--- src/rtl/fix2flt_pkg.sv ---
// Shared types and sizing helpers for the fixed-to-float converter.
package fix2flt_pkg;

    typedef enum logic [2:0] {
        IDLE  = 3'd0,
        ABS   = 3'd1,
        NORM  = 3'd2,
        ROUND = 3'd3,
        DONE  = 3'd4
    } conv_state_t;

    function automatic int unsigned bias(input int unsigned exp_w);
        return (32'd1 << (exp_w - 1)) - 32'd1;
    endfunction

    function automatic int unsigned float_width(input int unsigned exp_w, input int unsigned man_w);
        return 32'd1 + exp_w + man_w;
    endfunction

endpackage

--- src/rtl/fix_to_float_conv_if.sv ---
// Start/done handshake bundle between the load/store path and the converter.
interface fix_to_float_conv_if #(
    parameter int unsigned W     = 16,
    parameter int unsigned FLT_W = 16
);
    logic             start;
    logic [W-1:0]     fix_in;
    logic             busy;
    logic             done;
    logic [FLT_W-1:0] flt_out;

    modport master (output start, fix_in, input busy, done, flt_out);
    modport slave  (input start, fix_in, output busy, done, flt_out);
endinterface

--- src/rtl/fp_round_rne.sv ---
// Round-to-nearest-even mantissa increment; carry flags mantissa overflow.
module fp_round_rne #(
    parameter int unsigned MAN_W = 10
) (
    input  logic [MAN_W-1:0] man,
    input  logic             guard,
    input  logic             sticky,
    input  logic             round_en,
    output logic [MAN_W-1:0] man_out,
    output logic             carry
);
    logic inc_c;

    assign inc_c = round_en & guard & (sticky | man[0]);
    assign {carry, man_out} = {1'b0, man} + (MAN_W + 1)'(inc_c);

endmodule

--- src/rtl/fix_to_float_conv.sv ---
// Iterative signed fixed-point to packed float converter (one normalise shift per cycle).
module fix_to_float_conv
    import fix2flt_pkg::*;
#(
    parameter int unsigned INT_W    = 8,
    parameter int unsigned FRAC_W   = 8,
    parameter int unsigned EXP_W    = 5,
    parameter int unsigned MAN_W    = 10,
    parameter bit          ROUND_EN = 1'b1
) (
    input logic clk,
    input logic reset,
    fix_to_float_conv_if.slave bus
);
    localparam int unsigned W        = INT_W + FRAC_W;
    localparam int unsigned FLT_W    = float_width(EXP_W, MAN_W);
    localparam int unsigned BIAS_V   = bias(EXP_W);
    localparam int unsigned XW       = EXP_W + 1;
    localparam int unsigned G_IDX    = W - 2 - MAN_W;
    localparam int unsigned EXP_INIT = W - 1 - FRAC_W + BIAS_V;

    // Parameter sets that would need denormals, Inf or a wider mantissa are rejected.
    if (W - 1 <= MAN_W) begin : g_chk_man
        $fatal(1, "fix_to_float_conv: W-1 must exceed MAN_W");
    end
    if (int'(BIAS_V) - int'(FRAC_W) < 1) begin : g_chk_emin
        $fatal(1, "fix_to_float_conv: minimum exponent underflows");
    end
    if (W - FRAC_W + BIAS_V > (32'd1 << EXP_W) - 32'd2) begin : g_chk_emax
        $fatal(1, "fix_to_float_conv: maximum exponent overflows");
    end

    conv_state_t      state_q, state_d;
    logic [W-1:0]     fix_q, fix_d;
    logic [W-1:0]     mag_q, mag_d;
    logic [XW-1:0]    exp_q, exp_d;
    logic             sgn_q, sgn_d;
    logic [FLT_W-1:0] flt_q, flt_d;
    logic             done_q, done_d;
    logic             busy_q, busy_d;

    logic             sticky_c;
    logic [MAN_W-1:0] man_rnd_c;
    logic             carry_c;
    logic [EXP_W-1:0] exp_out_c;

    if (G_IDX > 0) begin : g_sticky
        assign sticky_c = |mag_q[G_IDX-1:0];
    end else begin : g_no_sticky
        assign sticky_c = 1'b0;
    end

    fp_round_rne #(.MAN_W(MAN_W)) u_round (
        .man      (mag_q[W-2 -: MAN_W]),
        .guard    (mag_q[G_IDX]),
        .sticky   (sticky_c),
        .round_en (ROUND_EN),
        .man_out  (man_rnd_c),
        .carry    (carry_c)
    );

    // Top exponent bit is only headroom for the decrement; it never reaches the output.
    assign exp_out_c = exp_q[EXP_W-1:0] + EXP_W'(carry_c);

    // Next-state and datapath updates.
    always_comb begin
        state_d = state_q;
        fix_d   = fix_q;
        mag_d   = mag_q;
        exp_d   = exp_q;
        sgn_d   = sgn_q;
        flt_d   = flt_q;
        case (state_q)
            IDLE, DONE: begin
                if (bus.start) begin
                    fix_d   = bus.fix_in;
                    state_d = ABS;
                end
            end
            ABS: begin
                sgn_d = fix_q[W-1];
                mag_d = fix_q[W-1] ? W'(~fix_q + W'(1)) : fix_q;
                exp_d = XW'(EXP_INIT);
                if (fix_q == '0) begin
                    sgn_d   = 1'b0;
                    flt_d   = '0;
                    state_d = DONE;
                end else begin
                    state_d = NORM;
                end
            end
            NORM: begin
                if (!mag_q[W-1]) begin
                    mag_d = mag_q << 1;
                    exp_d = exp_q - XW'(1);
                end else begin
                    state_d = ROUND;
                end
            end
            ROUND: begin
                flt_d   = {sgn_q, exp_out_c, man_rnd_c};
                state_d = DONE;
            end
            default: state_d = IDLE;
        endcase
        done_d = (state_q == DONE) && !bus.start;
        busy_d = (state_d == ABS) || (state_d == NORM) || (state_d == ROUND);
    end

    always_ff @(posedge clk or negedge reset) begin
        if (!reset) begin
            state_q <= IDLE;
            fix_q   <= '0;
            mag_q   <= '0;
            exp_q   <= '0;
            sgn_q   <= 1'b0;
            flt_q   <= '0;
            done_q  <= 1'b0;
            busy_q  <= 1'b0;
        end else begin
            state_q <= state_d;
            fix_q   <= fix_d;
            mag_q   <= mag_d;
            exp_q   <= exp_d;
            sgn_q   <= sgn_d;
            flt_q   <= flt_d;
            done_q  <= done_d;
            busy_q  <= busy_d;
        end
    end

    assign bus.busy    = busy_q;
    assign bus.done    = done_q;
    assign bus.flt_out = flt_q;

endmodule

--- src/flat_wrapper.sv ---
// flat-port wrapper written by rule: the top's interface ports become plain ports
module fix_to_float_conv_flat import fix2flt_pkg::*;
#(
    parameter int unsigned INT_W    = 8,
    parameter int unsigned FRAC_W   = 8,
    parameter int unsigned EXP_W    = 5,
    parameter int unsigned MAN_W    = 10,
    parameter bit          ROUND_EN = 1'b1
)
  (clk, reset, bus_start, bus_fix_in, bus_busy, bus_done, bus_flt_out);
  fix_to_float_conv_if bus_i ();
  input logic clk;
  input logic reset;
  input wire logic [$bits(bus_i.start)-1:0] bus_start;
  input wire logic [$bits(bus_i.fix_in)-1:0] bus_fix_in;
  output wire logic [$bits(bus_i.busy)-1:0] bus_busy;
  output wire logic [$bits(bus_i.done)-1:0] bus_done;
  output wire logic [$bits(bus_i.flt_out)-1:0] bus_flt_out;
  assign bus_i.start = bus_start;
  assign bus_i.fix_in = bus_fix_in;
  assign bus_busy = bus_i.busy;
  assign bus_done = bus_i.done;
  assign bus_flt_out = bus_i.flt_out;
  fix_to_float_conv #(.INT_W(INT_W), .FRAC_W(FRAC_W), .EXP_W(EXP_W), .MAN_W(MAN_W), .ROUND_EN(ROUND_EN)) u_core (.clk(clk), .reset(reset), .bus(bus_i));
endmodule
--- config.mk ---
export PLATFORM = sky130hd
export DESIGN_NAME = fix_to_float_conv_flat
export DESIGN_NICKNAME = d
export VERILOG_FILES = /design/src/rtl/fix2flt_pkg.sv /design/src/rtl/fix_to_float_conv_if.sv /design/src/rtl/fp_round_rne.sv /design/src/rtl/fix_to_float_conv.sv /design/src/flat_wrapper.sv
export SDC_FILE = /design/constraint.sdc
export NUM_CORES = 1
export LEC_CHECK = 0
export ABC_CLOCK_PERIOD_IN_PS = 3000
export CORE_UTILIZATION = 45
export DETAILED_ROUTE_END_ITERATION = 8
export GPL_TIMING_DRIVEN = 0
export PLACE_DENSITY = 0.66
export SLEW_MARGIN = 25
export SYNTH_ARGS = -nofsm -noshare
export SYNTH_HDL_FRONTEND = slang
export SYNTH_SLANG_ARGS = --single-unit
--- constraint.sdc ---
create_clock -name clk -period 3 [get_ports clk]
set_clock_uncertainty 0.05 [all_clocks]
set_input_delay 0.6 -clock clk [delete_from_list [all_inputs] [get_ports clk]]
set_output_delay 0.6 -clock clk [all_outputs]
set_load 0.05 [all_outputs]
==> metrics, run 1 <==
Worst path slowest cell or3b_2; fin area 3576 um2; sw frac 42.38%; DIE WIDTH 82.51 um; mux cell area share after synthesis 7.465%; crit path DAT 2.54 ns; antenna cell count 0; syn_area_per_cell 10.92 um2; final period utilization 79.10%; initial DRC count 94; Leakage 0.001493 uW; # rows 28; post-synth top area cell dfrtp_1; Die ar. 6807 um2; Synth area leaders dfrtp_1 (51%), a22o_1 (6.0%), mux2_2 (5.4%); max-cap violations 0; crit-path leading delay family simple AND/OR/NAND/NOR gates; WL final 5.890 mm; sequential fraction of design power 37.9%; max-slew violations 0; HP Class input port to async pin; final setup margin 0.6271 ns; Setup Fix Bufs, Post-CTS 0; f_max 421.4 MHz; I/O Buffers 36; post-synthesis simple-gate area fraction 15.19%; DIE HEIGHT 82.51 um; TritonCTS Buffers 9; grt ovf 0; P_sw 1713 uW; pre-CTS setup slack 0.6173 ns; final setup violating endpoints 0; flops & latches, synth 59; Clock Power Share 17.5%; Setup TNS 0 ns; WS Path Type flop to flop; Internal Power 2329 uW; area of the multi-input gates 1353 um2; I/O Pins 37; Gate power share 44.7%; area fraction in compound gates after synthesis 15.57%; DR WL/cell 14.91 um; Setup crit end kind flop; CP required 3.17 ns; clk slew on worst S/H paths 0.07 ns; Synth Area in Adders 2.145%; power density over cell area 1130 nW/um2; CP cell instances inv_1, ha_1, or3b_2, nor4_4, o21ai_2, buf_6, a22o_1; xor/xnor cell area share of the yosys netlist 6.006%; final hold violation count 0; first-pass GRT wire length 10.05 mm; CTS-repair resized insts 0; core area 6096 um2; CTS tree done; Fill cells 545; Via Count 2140; placed inst area 3388 um2; synthesized area 2917 um2; layout net count 339; crit-path max FO 10; cts hold-fix bufs 0; min Tclk post-route 2.373 ns; H-tree level count 3; Net Count, Synth 291; largest net degree at the start of global routing 41; Area Overhead vs Synth 22.61%; Clk Latency, worst-skew pair 0.33 ns; Synth top area share 50.62%; register area share after synthesis 50.62%; drt drc 0; FF+latch area 1476 um2; RSZ-0062 raised after global routing no; largest family of logic cells by synthesized area compound AO/OA/AOI/OAI gates; Post-Synthesis Cells 267; Via density 5.418; startpoint types flop; VDD IR max 541.8 uV; status completed; worst-margin pin slew 0.8828 ns; Max clock buf depth 2; routability cong. 0.8226; gr usage total 20.12%; library cells used by synthesis 42; Rel. slew slack 40.32%; worst path bufs/invs 2; Routed Antenna Nets 0; share of cells above drive strength 1 10.94%; Slowest Stage Delay on Critical Path 0.54 ns; Clk Tree Root Cell clkbuf_8; Initial Utilization 47.84%; vias in the first global route 2082; clock sinks 59; Ys Warns 0; DRT Pass-1 Iters 4; initial antenna violation count 0; post-detail-place hpwl 4.268 mm
## kinds of logic after synthesis
kind of cell | count (synthesis)
compound gates | 66
xor+xnor | 20
simple gates | 76
flops | 59
fa+ha+maj | 5
buf+inv | 21
mux | 20
## power groups by stage
stage | logic, uW | registers (uW) | clock network (uW)
after floorplan | 1030 | 1770 | 0
after CTS | 1830 | 1530 | 718
after global routing | 2000 | 1600 | 765
after detailed placement | 1820 | 1540 | 0
final | 1810 | 1530 | 706
after global placement | 1780 | 1520 | 0
## cells in the final DEF, fill, tap and decap left out, drive strengths merged, types with 10 or more instances in the layout
master / netlist / routed
nand2: 13 / 13
xor2: 13 / 13
o21ai: 23 / 23
nand3: 10 / 10
a22o: 20 / 20
clkbuf: 12 / 26
nor2: 14 / 14
dfrtp: 59 / 59
clkdlybuf4s50: 0 / 35
mux2: 14 / 14
a22oi: 10 / 10
## flip-flops by register name, summed over array words and instances (netlist names)
name and count:
u_core.state_q 3, u_core.sgn_q 1, u_core.exp_q 5, u_core.bus.busy 1, u_core.fix_q 16, u_core.mag_q 16
u_core.bus.done 1, u_core.bus.flt_out 16
## path summary, 6_finish.rpt
kind	start	endpoint	slack, ns	depth (start not counted)
min in group clk	u_core.bus.flt_out[6]$_DFFE_PN0P_	u_core.bus.flt_out[6]$_DFFE_PN0P_	0.45	1
worst min-delay path	reset	u_core.bus.flt_out[3]$_DFFE_PN0P_	0.09	1
worst min register to register	u_core.bus.flt_out[6]$_DFFE_PN0P_	u_core.bus.flt_out[6]$_DFFE_PN0P_	0.45	1
max in group asynchronous	reset	u_core.fix_q[14]$_DFFE_PN0P_	2.32	2
worst max register to register	u_core.fix_q[0]$_DFFE_PN0P_	u_core.bus.flt_out[10]$_DFFE_PN0P_	0.63	7
worst max-delay path	u_core.fix_q[0]$_DFFE_PN0P_	u_core.bus.flt_out[10]$_DFFE_PN0P_	0.63	7
## Yosys cell counts
master and instances:
a21oi_1 6, a221o_1 1, a22o_1 20, a22oi_1 10
and2_1 2, and2b_1 1, and3_1 1, and4_1 1
buf_2 1, buf_6 1, clkbuf_1 12, clkinv_1 1
dfrtp_1 59, ha_1 5, inv_1 6, mux2_2 14
mux2i_1 6, nand2_1 13, nand2b_1 4, nand3_1 10
nand3b_1 2, nand4_1 2, nor2_1 14, nor3_1 3
nor3b_1 3, nor4_1 5, nor4_4 1, nor4b_1 3
o211ai_1 2, o21ai_0 19, o21ai_1 3, o21ai_2 1
o221ai_1 1, o22ai_1 1, o31ai_1 2, or2_1 1
or3_1 2, or3b_2 1, or4_1 5, or4_4 2
xnor2_1 7, xor2_1 13
## routing by layer
metal  up-vias  part of all wire (%)  track usage (%)  wire, um
met4         0                   1.4            8.103        82
met5         -                     0                0         0
met1      1004                    50            26.52      2933
li1       1084                     -                -         -
met3         8                   3.2            5.495       188
met2        44                    46            31.32      2684
## stage by stage
| stage | cells | total power (uW) | hold slack, ns | util, % |
|---|---|---|---|---|
| 6_report | 395 | 4042 | 0.09215 | 58.66 |
| 5_1_grt | 395 | 4366 | 0.08195 | 58.66 |
| 4_1_cts | 395 | 4073 | 0.08634 | 58.66 |
| 3_5_place_dp | 379 | 3361 | 0.4432 | 55.58 |
| 3_3_place_gp | 378 | 3305 | 0.4397 | 55.30 |
| 2_1_floorplan | 267 | 2800 | 0.2544 | - |
## final cells by class
cell class | count | area share [%]
Timing Repair Buffer | 37 | 10.57
Clock inverter | 2 | 0.9797
Buffer | 14 | 1.714
Inverter | 7 | 0.7348
Multi-Input combinational cell | 187 | 37.82
Clock buffer | 14 | 4.269
Tap cell | 75 | 2.624
Sequential cell | 59 | 41.29
Power figures use the tool's default switching activity.
==> inputs of run 2 (changes only) <==
--- a/config.mk
+++ b/config.mk
@@ -5,7 +5,7 @@
 export SDC_FILE = /design/constraint.sdc
 export NUM_CORES = 1
 export LEC_CHECK = 0
-export ABC_CLOCK_PERIOD_IN_PS = 3000
+export ABC_CLOCK_PERIOD_IN_PS = 2200
 export CORE_UTILIZATION = 45
 export DETAILED_ROUTE_END_ITERATION = 8
 export GPL_TIMING_DRIVEN = 0
==> constraint.sdc (replaced) <==
create_clock -name clk -period 2.2 [get_ports clk]
set_clock_uncertainty 0.05 [all_clocks]
set_input_delay 0.44 -clock clk [delete_from_list [all_inputs] [get_ports clk]]
set_output_delay 0.44 -clock clk [all_outputs]
set_load 0.05 [all_outputs]
==> metrics, run 2 (same netlist as run 1, synthesis figures left out) <==
HP Class flop to flop; r2r startpoint u_core.fix_q[1]$_DFFE_PN0P_; core area 6096 um2; VDD IR max 746.2 uV; sw frac 42.27%; worst path bufs/invs 2; worst reg2reg path depth 7; Via density 5.369; Routed Antenna Nets 0; worst hold start u_core.bus.flt_out[6]$_DFFE_PN0P_; DIE WIDTH 82.51 um; Slowest Stage Delay on Critical Path 0.42 ns; f_max 458.9 MHz; I/O Pins 37; max-slew violations 0; crit path DAT 2.34 ns; Cells after DPL 379; TritonCTS Buffers 9; Area Overhead vs Synth 28.66%; crit-path max FO 7; power density over cell area 1524 nW/um2; Clk Latency, worst-skew pair 0.33 ns; Leakage 0.001562 uW; reg2reg setup slack 0.02 ns; Gate power share 46.1%; pre-CTS setup slack -0.1827 ns; non-filler instance count after layout 407; worst hold stages 1; Pwr Total 5720 uW; drt drc 0; min Tclk post-route 2.179 ns; number of cells on the critical path 7; crit-path leading delay family simple AND/OR/NAND/NOR gates; placed inst area 3388 um2; crit path launch u_core.fix_q[1]$_DFFE_PN0P_; max-cap violations 0; Rel. slew slack 41.90%; startpoint types flop; grt ovf 0; Setup crit end kind flop; WL final 6.169 mm; routability cong. 0.8226; final hold violation count 0; Clk Tree Root Cell clkbuf_8; post-detail-place hpwl 4.268 mm; DRT Pass-1 Iters 5; CP cell instances inv_2, ha_2, or3b_4, nor4_4, o21ai_4, buf_4, a22o_1; Die ar. 6807 um2; share of cells above drive strength 1 18.07%; worst-margin pin slew 0.8594 ns; initial DRC count 101; Max clock buf depth 2; P_sw 2418 uW; clk slew on worst S/H paths 0.06 ns; most frequent cells in the layout dfrtp_1 (58), clkdlybuf4s50_1 (35), a22o_1 (20); Initial Utilization 47.84%; final setup margin 0.02085 ns; gr usage total 20.22%; WS Path Type flop to flop; # rows 28; antenna cell count 0; commonest non-fill, non-tap cell in the layout dfrtp_1; initial antenna violation count 0; CTS tree done; Via Count 2185; Internal Power 3302 uW; CP required 2.37 ns; DIE HEIGHT 82.51 um; H-tree level count 3; Worst path slowest cell nor4_4; sequential fraction of design power 37.1%; DR WL/cell 15.16 um; fin area 3752 um2; vias in the first global route 2103; first-pass GRT wire length 10.11 mm; status completed; largest net degree at the start of global routing 41; I/O Buffers 36; Clock Power Share 16.8%; layout net count 351; final period utilization 99.05%; clock sinks 59; final setup violating endpoints 0
[run 2: cell count changes in the layout (fill, tap and decap cells not counted), sizes merged]
| cell | previous run | this run |
|---|---|---|
| buf | 4 | 16 |
| dlygate4sd3 | 0 | 1 |
| clkbuf | 26 | 25 |
[run 2: stage by stage]
step           setup TNS [ns]  hold slack (ns)  util [%]
6_report                    0           0.4519     61.56
2_1_floorplan               0          0.09441         -
5_1_grt               -0.1162           0.4669     61.56
3_5_place_dp           -2.041           0.2840     55.58
3_3_place_gp           -71.13           0.4397     55.30
4_1_cts                     0           0.4567     59.38
[run 2: worst register-to-register path: cells and delay by family (launching register included)]
family	cells	cell delay, ns
fa+ha+maj	1	0.18
compound gates	2	0.38
buf+inv	2	0.24
simple gates	2	0.82
flops	1	0.41
[run 2: cell type report]
cell class,count,area (um2)
inverters,7,26.28
fillers,522,2344
multi-input cells,187,1426
plain buffers,13,58.81
flip-flops and latches,59,1478
well taps,75,93.84
repair buffers,50,481.7
clock buffers,14,152.6
clock inverters,2,35.03
[run 2: power by group through the flow]
stage / combinational, uW / sequential [uW] / clock [uW]
floorplan: 1400 / 2420 / 0
global placement: 2430 / 2080 / 0
detailed placement: 2480 / 2100 / 0
CTS: 2520 / 2090 / 980
global route: 2900 / 2220 / 1040
finish: 2630 / 2120 / 961
[run 2: path summary, 6_finish.rpt]
check | endpoint
max | u_core.bus.flt_out[5]$_DFFE_PN0P_
min | u_core.bus.flt_out[6]$_DFFE_PN0P_
max reg2reg | u_core.bus.flt_out[5]$_DFFE_PN0P_
min reg2reg | u_core.bus.flt_out[6]$_DFFE_PN0P_
max in group asynchronous | u_core.fix_q[4]$_DFFE_PN0P_
min in group asynchronous | u_core.bus.flt_out[3]$_DFFE_PN0P_
[run 2: layer usage]
| layer | vias to the layer above | routed length [um] | GRT usage (%) | share of wire (%) |
|---|---|---|---|---|
| li1 | 1106 | - | - | - |
| met1 | 1023 | 2985 | 26.45 | 48 |
| met2 | 50 | 2910 | 31.74 | 47 |
| met3 | 6 | 201 | 5.495 | 3.3 |
| met4 | 0 | 70 | 8.103 | 1.1 |
| met5 | - | 0 | 0 | 0 |
[run 2: what timing repair did]
action,CTS,global route
setup endpoints to repair,21,28
resized for setup,3,19
endpoints found under the hold margin,19,0
buffers inserted,3,8
cloned,0,1
pin swaps,1,3
hold buffers,1,0
==> inputs of run 3 (changes only) <==
--- a/config.mk
+++ b/config.mk
@@ -6,10 +6,12 @@
 export NUM_CORES = 1
 export LEC_CHECK = 0
 export ABC_CLOCK_PERIOD_IN_PS = 2200
-export CORE_UTILIZATION = 45
+export CAP_MARGIN = 15
+export CORE_UTILIZATION = 30
+export CTS_CLUSTER_SIZE = 12
 export DETAILED_ROUTE_END_ITERATION = 8
 export GPL_TIMING_DRIVEN = 0
-export PLACE_DENSITY = 0.66
+export PLACE_DENSITY = 0.47
 export SLEW_MARGIN = 25
 export SYNTH_ARGS = -nofsm -noshare
 export SYNTH_HDL_FRONTEND = slang
==> metrics, run 3 (same netlist as run 1, synthesis figures left out) <==
Via density 4.781; grt ovf 0; Leakage 0.001530 uW; DRT Pass-1 Iters 4; crit path DAT 2.30 ns; power density over cell area 1496 nW/um2; Routed Antenna Nets 0; DR WL/cell 14.54 um; post-detail-place hpwl 4.726 mm; max-slew violations 0; startpoint types flop; FF+latch area 1476 um2; WL final 6.643 mm; crit-path max FO 3; Clk Tree Root Cell clkbuf_8; CP cell instances inv_1, ha_2, or3b_4, nor4_4, buf_4, o22ai_1, or2_1; antenna cell count 0; initial DRC count 60; DIE WIDTH 100.6 um; CP required 2.38 ns; max-cap violations 0; I/O Pins 37; Worst path slowest cell dfrtp_1; worst-margin pin slew 0.8448 ns; # rows 35; area of the multi-input gates 1413 um2; Slowest Stage Delay on Critical Path 0.40 ns; DIE HEIGHT 100.6 um; status completed; placed inst area 3456 um2; I/O Buffers 36; final period utilization 96.62%; final hold violation count 0; Rel. slew slack 42.89%; crit-path leading delay family simple AND/OR/NAND/NOR gates; worst path bufs/invs 2; Area Overhead vs Synth 28.87%; vias in the first global route 2130; share of cells above drive strength 1 17.07%; clk slew on worst S/H paths 0.08 ns; f_max 470.5 MHz; drt drc 0; gr usage total 14.14%; initial antenna violation count 0; Clk Latency, worst-skew pair 0.34 ns; core area 9328 um2; clock sinks 59; fin area 3759 um2; most frequent cells in the layout dfrtp_1 (59), clkdlybuf4s50_1 (35), a22o_1 (20); CTS tree done; H-tree level count 3; Setup crit end kind flop; final setup margin 0.07442 ns; final setup violating endpoints 0; Via Count 2185; TritonCTS Buffers 9; pre-CTS setup slack -0.1596 ns; commonest non-fill, non-tap cell in the layout dfrtp_1; Die ar. 10120 um2; layout net count 347; largest net degree at the start of global routing 40; HP Class flop to flop; min Tclk post-route 2.126 ns; WS Path Type flop to flop; first-pass GRT wire length 10.83 mm; VDD IR max 548.8 uV; Initial Utilization 31.27%; Max clock buf depth 2; routability cong. 0.7411; Fill cells 933
## run 3: changes by cell type in the layout (fill, tap and decap cells not counted), moves of 2 or more
cell / delta
buf_4: -2
clkinvlp_4: +3
clkbuf_1: -4
buf_6: -2
## run 3: path summary, 6_finish.rpt
kind	start	to	slack [ns]	cells past startpoint
worst max register to register	u_core.fix_q[1]$_DFFE_PN0P_	u_core.bus.busy$_DFF_PN0_	0.07	7
worst min register to register	u_core.bus.flt_out[5]$_DFFE_PN0P_	u_core.bus.flt_out[5]$_DFFE_PN0P_	0.45	1
worst max-delay path	u_core.fix_q[1]$_DFFE_PN0P_	u_core.bus.busy$_DFF_PN0_	0.07	7
worst min-delay path	u_core.bus.flt_out[5]$_DFFE_PN0P_	u_core.bus.flt_out[5]$_DFFE_PN0P_	0.45	1
min in group asynchronous	reset	u_core.mag_q[1]$_DFFE_PN0P_	0.47	2
max in group asynchronous	reset	u_core.fix_q[8]$_DFFE_PN0P_	1.12	3
## run 3: final cells by class
type / count / area share [%]
multi-input combinational: 187 / 37.58
clock inverter: 6 / 1.099
sequential: 59 / 39.28
inverter: 7 / 0.6991
clock buffer: 10 / 3.662
buffer: 12 / 1.265
tap: 129 / 4.294
timing repair buffer: 47 / 12.12
## run 3: routing by layer
metal / global-route usage (%) / share of wire [%] / wire length, um
met1: 19.39 / 52 / 3437
met5: 0 / 0 / 0
met4: 7.246 / 2.3 / 151
met3: 3.121 / 3.3 / 220
met2: 20.92 / 43 / 2834
## run 3: report_power, final
group	internal (uW)	total, uW	switching [uW]
clock network	436	900	464
registers	1570	2110	542
logic	1140	2610	1470
total	3140	5620	2480
## run 3: timing repair
action                                 in CTS  in global routing
pin swaps                                   1                  4
hold buffers                                1                  0
setup buffers                               2                  7
setup endpoints to repair                  26                 26
endpoints found under the hold margin      20                  0
gates resized for setup                     3                 12
## run 3: through the flow
stage | hold slack (ns) | std cells | TNS (ns) | power, uW | util (%)
finish | 0.4544 | 457 | 0 | 5623 | 40.30
global placement | 0.4423 | 432 | -84.44 | 4589 | 36.86
global route | 0.4751 | 457 | -0.06720 | 6049 | 40.30
floorplan | 0.09441 | 267 | 0 | 3818 | -
CTS | 0.4622 | 451 | 0 | 5588 | 39.36
detailed placement | 0.2967 | 433 | -3.097 | 4632 | 37.05
